$ cat config.mk
export PLATFORM = sky130hd
export DESIGN_NAME = bf_mem_arbiter
export DESIGN_NICKNAME = d
export VERILOG_FILES = /design/src/rtl/bf_mem_arbiter.sv
export SDC_FILE = /design/constraint.sdc
export NUM_CORES = 1
export LEC_CHECK = 0
export CELL_PAD_IN_SITES_DETAIL_PLACEMENT = 1
export CELL_PAD_IN_SITES_GLOBAL_PLACEMENT = 1
export CORE_ASPECT_RATIO = 0.9
export CORE_UTILIZATION = 31
export CTS_CLUSTER_DIAMETER = 80
export DETAILED_ROUTE_END_ITERATION = 8
export PLACE_DENSITY = 0.84
export SLEW_MARGIN = 20
export SYNTH_ARGS = -nofsm -noshare
export SYNTH_HDL_FRONTEND = slang
export SYNTH_SLANG_ARGS = --single-unit
export TNS_END_PERCENT = 50
$ cat constraint.sdc
create_clock -name clk -period 3 [get_ports clk]
set_input_delay 0.6 -clock clk [delete_from_list [all_inputs] [get_ports clk]]
set_output_delay 0.6 -clock clk [all_outputs]
set_load 0.01 [all_outputs]
$ cat src/rtl/bf_mem_arbiter.sv
`default_nettype none
// ============================================================================
// Module   : bf_mem_arbiter
// Purpose  : Shares the single-ported program/data memory between the BF core
//            and the host port. Each access runs IDLE -> ACCESS -> DONE, with
//            WAIT_CYCLES extra memory latency cycles. Simultaneous requests are
//            resolved round-robin. host_hold blocks new core grants while a
//            program is being loaded.
// Ports    :
//   clk, reset                       clock, synchronous active-high reset
//   core_req/we/addr/wdata           core request handshake (level request)
//   core_rdata, core_ack             core read data (registered), done pulse
//   host_req/we/addr/wdata           host request handshake (level request)
//   host_rdata, host_ack             host read data (registered), done pulse
//   host_hold                        blocks new core grants while high
//   mem_addr/wdata/we/oe, mem_rdata  memory interface
//   busy                             high in ACCESS and DONE
//   owner                            requester of current/last grant (1=host)
// Revision : 1.0  initial release
// ============================================================================
module bf_mem_arbiter #(
    parameter int ADDR_W      = 8,
    parameter int DATA_W      = 8,
    parameter int WAIT_CYCLES = 1
) (
    input  logic              clk,
    input  logic              reset,
    input  logic              core_req,
    input  logic              core_we,
    input  logic [ADDR_W-1:0] core_addr,
    input  logic [DATA_W-1:0] core_wdata,
    output logic [DATA_W-1:0] core_rdata,
    output logic              core_ack,
    input  logic              host_req,
    input  logic              host_we,
    input  logic [ADDR_W-1:0] host_addr,
    input  logic [DATA_W-1:0] host_wdata,
    output logic [DATA_W-1:0] host_rdata,
    output logic              host_ack,
    input  logic              host_hold,
    output logic [ADDR_W-1:0] mem_addr,
    output logic [DATA_W-1:0] mem_wdata,
    output logic              mem_we,
    output logic              mem_oe,
    input  logic [DATA_W-1:0] mem_rdata,
    output logic              busy,
    output logic              owner
);

    // Wait-state counter is 4 bits wide; only 0..15 is meaningful.
    localparam logic [3:0] c_WAIT_INIT = 4'(WAIT_CYCLES);

    typedef enum logic [1:0] {
        S_IDLE   = 2'd0,
        S_ACCESS = 2'd1,
        S_DONE   = 2'd2
    } state_t;

    state_t     r_state;
    logic [3:0] r_wait;
    logic       r_we;
    logic       r_last_host;   // 1 = last grant went to host

    logic w_host_elig;
    logic w_core_elig;
    logic w_any_elig;
    logic w_grant_host;

    // Host is never blocked; core is blocked by host_hold. On a tie the
    // requester that did not win last time is granted.
    assign w_host_elig  = host_req;
    assign w_core_elig  = core_req && !host_hold;
    assign w_any_elig   = w_host_elig || w_core_elig;
    assign w_grant_host = w_host_elig && (!w_core_elig || !r_last_host);

    always_ff @(posedge clk) begin
        if (reset) begin
            r_state     <= S_IDLE;
            r_wait      <= 4'd0;
            r_we        <= 1'b0;
            r_last_host <= 1'b0;
            core_rdata  <= '0;
            core_ack    <= 1'b0;
            host_rdata  <= '0;
            host_ack    <= 1'b0;
            mem_addr    <= '0;
            mem_wdata   <= '0;
            mem_we      <= 1'b0;
            mem_oe      <= 1'b0;
            busy        <= 1'b0;
            owner       <= 1'b0;
        end else begin
            case (r_state)
                S_IDLE: begin
                    core_ack <= 1'b0;
                    host_ack <= 1'b0;
                    if (w_any_elig) begin
                        owner       <= w_grant_host;
                        r_last_host <= w_grant_host;
                        if (w_grant_host) begin
                            r_we      <= host_we;
                            mem_addr  <= host_addr;
                            mem_wdata <= host_wdata;
                            mem_we    <= host_we;
                            mem_oe    <= !host_we;
                        end else begin
                            r_we      <= core_we;
                            mem_addr  <= core_addr;
                            mem_wdata <= core_wdata;
                            mem_we    <= core_we;
                            mem_oe    <= !core_we;
                        end
                        busy    <= 1'b1;
                        r_wait  <= c_WAIT_INIT;
                        r_state <= S_ACCESS;
                    end
                end

                S_ACCESS: begin
                    if (r_wait == 4'd0) begin
                        // Last access cycle: capture read data into the
                        // owner's register and raise its ack for DONE.
                        mem_we <= 1'b0;
                        mem_oe <= 1'b0;
                        if (owner) begin
                            host_ack <= 1'b1;
                            if (!r_we) begin
                                host_rdata <= mem_rdata;
                            end
                        end else begin
                            core_ack <= 1'b1;
                            if (!r_we) begin
                                core_rdata <= mem_rdata;
                            end
                        end
                        r_state <= S_DONE;
                    end else begin
                        r_wait <= r_wait - 4'd1;
                    end
                end

                S_DONE: begin
                    core_ack <= 1'b0;
                    host_ack <= 1'b0;
                    busy     <= 1'b0;
                    r_state  <= S_IDLE;
                end

                default: begin
                    core_ack <= 1'b0;
                    host_ack <= 1'b0;
                    mem_we   <= 1'b0;
                    mem_oe   <= 1'b0;
                    busy     <= 1'b0;
                    r_state  <= S_IDLE;
                end
            endcase
        end
    end

endmodule
`default_nettype wire

; ---- Word-level counts from Yosys, hierarchy flattened
; Index checks and enable logic that the tools add are counted.
[classes]
n_mux = 17
n_reduce_logical = 22
bitwise = 4
n_eq_ne = 5
n_addsub = 1
[op_table]
columns = op, count
row1 = $mux W8, 2
row2 = $reduce_and A2 Y1, 5
row3 = $mux W4, 2
row4 = $pmux W4 S2, 1
row5 = $reduce_and A4 Y1, 2
row6 = $mux W1, 6
row7 = $ne A2 B2 Y1 const B, 3
row8 = $pmux W1 S3, 2
row9 = $reduce_and A3 Y1, 2
row10 = $logic_not A1 Y1, 5
row11 = $logic_not A4 Y1, 1
row12 = $mux W2, 2
row13 = $not A1 Y1, 4
row14 = $pmux W2 S2, 1
row15 = $sub A4 B1 Y4 const B, 1
row16 = $eq A2 B1 Y1 const B, 1
row17 = $eq A2 B2 Y1 const B, 1
row18 = $logic_and A1 B1 Y1, 2
row19 = $logic_not A2 Y1, 1
row20 = $logic_or A1 B1 Y1, 2
row21 = $pmux W1 S2, 1
row22 = $reduce_bool A2 Y1, 1
row23 = $reduce_or A2 Y1, 1
[word_totals]
inputBits = 47
out_inout_bits = 38
ff_bits = 45
wordCells = 62

; ---- Longest topological paths before layout
[depth]
ltp_word = 8
depth_mapped = 7
mapped_depth_nobuf = 6

; ---- Worst setup path before layout
; OpenSTA, ideal clock, no wires.
[synth_path]
path_type = reg2reg
start = register r_wait[0]
end = register core_rdata[3]
period_less_slack_ps = 1921
arrival_ps = 1793
slack_ps = 1079
t_required_ps = 2872
path_buffers = 1
setup_time_ps = 128
path_stages_with_launch = 8
path_cell_list = dfxtp_1 -> inv_1 -> ha_1 -> or3b_1 -> buf_6 -> nor4_4 -> mux2i_1 -> nor2_1
[synth_via]
elab_chain_cells = 2
[synth_lines]
columns = element, line_no
row1 = start: declaration, 60  ; logic [3:0] r_wait;
row2 = start signal: assignment, 114  ; r_wait <= c_WAIT_INIT;
row3 = start signal: assignment, 138  ; r_wait <= r_wait - 4'd1;
row4 = $logic_not A4 Y1, 120  ; if (r_wait == 4'd0) begin
row5 = $reduce_and A4 Y1 (no line), n/a
row6 = end signal: assignment, 133  ; core_rdata <= mem_rdata;
row7 = end: declaration, 32  ; output logic [DATA_W-1:0] core_rdata,
; Every way passes these cells.
; A chain may end at the register's enable or synchronous reset.

; ---- Final worst setup path
[layout_path]
start = input port core_req
end = register mem_wdata[2]
[layout_via]
elab_chain_cells = 5
word_cells_on_any_way = 7
cone_classes = mux: 1 / reduce/logical: 6
[layout_lines]
columns = element, line_no
row1 = start: declaration, 28  ; input logic core_req,
row2 = $logic_and A1 B1 Y1 *, 72  ; assign w_core_elig = core_req && !host_hold;
row3 = $logic_not A1 Y1, 74  ; assign w_grant_host = w_host_elig && (!w_core_elig || !r_last_host);
row4 = $logic_or A1 B1 Y1, 74
row5 = $logic_and A1 B1 Y1, 74
row6 = $mux W8, 100  ; if (w_grant_host) begin
row7 = end signal: assignment, 103  ; mem_wdata <= host_wdata;
row8 = end signal: assignment, 109  ; mem_wdata <= core_wdata;
row9 = end: declaration, 42  ; output logic [DATA_W-1:0] mem_wdata,
; Every way passes the cells marked *; elsewhere a longest branch is shown, timed or not.

==> results.json <==
{
  "status": "finished clean",
  "required_ns": 3.14,
  "synth_fa_ha_area_frac": 0.0139,
  "vdd_ir_drop_max_mv": 0.296,
  "finalSetupTns_ns": 0,
  "slew-limit-headroom": 0.392,
  "grt_max_degree": 22,
  "final_layout_size_suffix_gt1_frac": 0.0623,
  "dieArea_um2": 6120,
  "synth_top_family_by_area": "multiplexers",
  "maxCapViolations": 0,
  "worst_pin_slew_ns": 0.912,
  "timing.final.crit_share": 0.782,
  "synth_xor_xnor_area_share": 0.00972,
  "crit_chain": "clkdlybuf4s50_1, nor2b_1, o21ai_1, or2_0, o21ai_0",
  "synthFlopType": "dfxtp_1",
  "grt_setup_unrepaired": "no",
  "start_kind": "input pin",
  "synth_nets": 237,
  "async_reset_ff_frac": 0,
  "insertion_delay_ns": 0.30,
  "port_buffers": 84,
  "crit_path_max_fanout": 18,
  "power_mw": 1.53,
  "drc": 0,
  "clockBufferDepth": 2,
  "drtAntennaViolNets": 0,
  "synth.largest_area_cell": "dfxtp_1",
  "cts_hold_buf": 0,
  "syn_area_um2": 1800,
  "track_usage": 0.177,
  "grt_first_pass_wirelength_um": 8130,
  "fin_skew_ns": 0.00629,
  "power_density_nw_per_um2": 542,
  "via_per_inst": 4.79,
  "drt_pass1_iterations": 4,
  "grt.overflow.total": 0,
  "vias": 1629,
  "grt_pass1_vias": 1673,
  "synthMuxAreaShare": 0.183,
  "post-synth-top-count-cell": "dfxtp_1",
  "syn_inst": 188,
  "hold_viol_final": 0,
  "ios": 85,
  "hpwl_um": 3900,
  "synth.top_cells.by_count": "45 x dfxtp_1, 33 x mux2i_1, 21 x nand2_1, 21 x nor2_1, 12 x o21ai_1",
  "initial_core_util": 0.333,
  "yosysWarnings": 0,
  "ys_types": 31,
  "drt_iter0_markers": 28,
  "synth-simple-area-share": 0.169,
  "p_leak_nw": 1.13,
  "root_buffer": "clkbuf_8",
  "setup_viol": 0,
  "whs_ns": 0.452,
  "min_path_type": "reg2reg",
  "die_w_um": 82.4,
  "antenna_found_initial": 0,
  "gp_congestion": 0.727,
  "cts.reportedPaths.clkPinSlew_ns": 0.09,
  "synth_edf_count": 0,
  "syn_area_per_cell_um2": 9.58,
  "layout.nets": 321,
  "drv_slew": 0,
  "fp.dieH_um": 74.3,
  "diodes": 0,
  "period_needed_ns": 2.35,
  "area_growth_pct": 57.1,
  "crit_path_max_incr_delay_ns": 0.75,
  "wl_um": 5010,
  "cts_buffers": 5,
  "cts_tree": "done",
  "postCtsSetupBuffers": 0,
  "yosys-top-cells-area": "dfxtp_1 50%, mux2i_1 18%, nand2_1 4.4%",
  "synth_compound_area_frac": 0.0917,
  "cts_resized": 0,
  "end_kind": "flip-flop",
  "cp_slowest_cell": "or2_0",
  "htree_levels": 2,
  "fmax_mhz": 426,
  "ys_seq_area_frac": 0.500,
  "coreArea_um2": 5410,
  "cts.sinks": 45,
  "rows": 25,
  "wire_per_inst_um": 14.7,
  "critPathArrivalTime_ns": 2.49,
  "crit_type": "in2reg",
  "synth_top_area_frac": 0.500,
  "synth-seq-cells": 45
}
==> through the flow <==
step / util / instances / setup WS, ns / cell area [um^2]
4_1_cts: 0.523 / 340 / 0.623 / 2830
2_1_floorplan: - / 188 / 1.08 / 1800
3_5_place_dp: 0.501 / 332 / 0.292 / 2710
6_report: 0.523 / 340 / 0.653 / 2830
5_1_grt: 0.523 / 340 / 0.394 / 2830
3_3_place_gp: 0.501 / 332 / 0.379 / 2710
==> registers in the layout, indices dropped and copies added (netlist names), 2 cells and up <==
signal      cells
host_rdata      8
mem_wdata       8
r_state         2
r_wait          4
core_rdata      8
mem_addr        8
==> layer usage <==
layer  part of all wire  up-vias  GRT usage
met4              0.014        0     0.0624
li1                   -      810          -
met2               0.51       43      0.302
met3              0.036        7     0.0319
met5                  0        -          0
met1               0.44      769      0.223
==> cells by family (layout without fill, tap and decap cells) <==
group,after synthesis,count (layout)
and+or+nand+nor,63,63
DFF,45,45
buffers and inverters,13,98
AOI/OAI and AO/OA,30,30
xor gates and xnor gates,2,2
muxes,33,33
adders and majority gates,2,2
==> cells in the final DEF, fill, tap and decap left out, types with 5 or more instances in the layout <==
| master | instances |
|---|---|
| a21oi_1 | 5 |
| clkbuf_8 | 5 |
| clkdlybuf4s50_1 | 84 |
| dfxtp_1 | 45 |
| mux2i_1 | 33 |
| nand2_1 | 21 |
| nor2_1 | 21 |
| nor3_1 | 5 |
| o21ai_0 | 8 |
| o21ai_1 | 12 |
==> where the power goes <==
part	internal (mW)	switching (mW)	total [mW]	leakage, nW
sequential	0.652	0.0376	0.690	0.368
clock	0.255	0.217	0.472	0.0603
combinational	0.205	0.167	0.372	0.706
==> worst max-delay path: cells and delay by family <==
family          cells  cell delay, ns
compound gates      2            0.57
buf+inv             1            0.39
simple gates        2            0.92
==> cell type report <==
type | count | area (um^2)
Fill cell | 619 | 2580
Inverter | 2 | 7.51
Timing Repair Buffer | 88 | 871
Tap cell | 67 | 83.8
Clock buffer | 5 | 68.8
Clock inverter | 3 | 50.0
Sequential cell | 45 | 901
Multi-Input combinational cell | 130 | 848
==> worst paths after layout <==
kind                                   from       endpoint  slack [ns]  depth (start not counted)
worst min-delay path            mem_addr[1]    mem_addr[1]        0.45                          2
worst min register to register  mem_addr[1]    mem_addr[1]        0.45                          2
worst max register to register    r_wait[0]  core_rdata[5]        0.79                          6
worst max-delay path               core_req   mem_wdata[2]        0.65                          5
No activity file was read; power rests on OpenSTA's default activity.
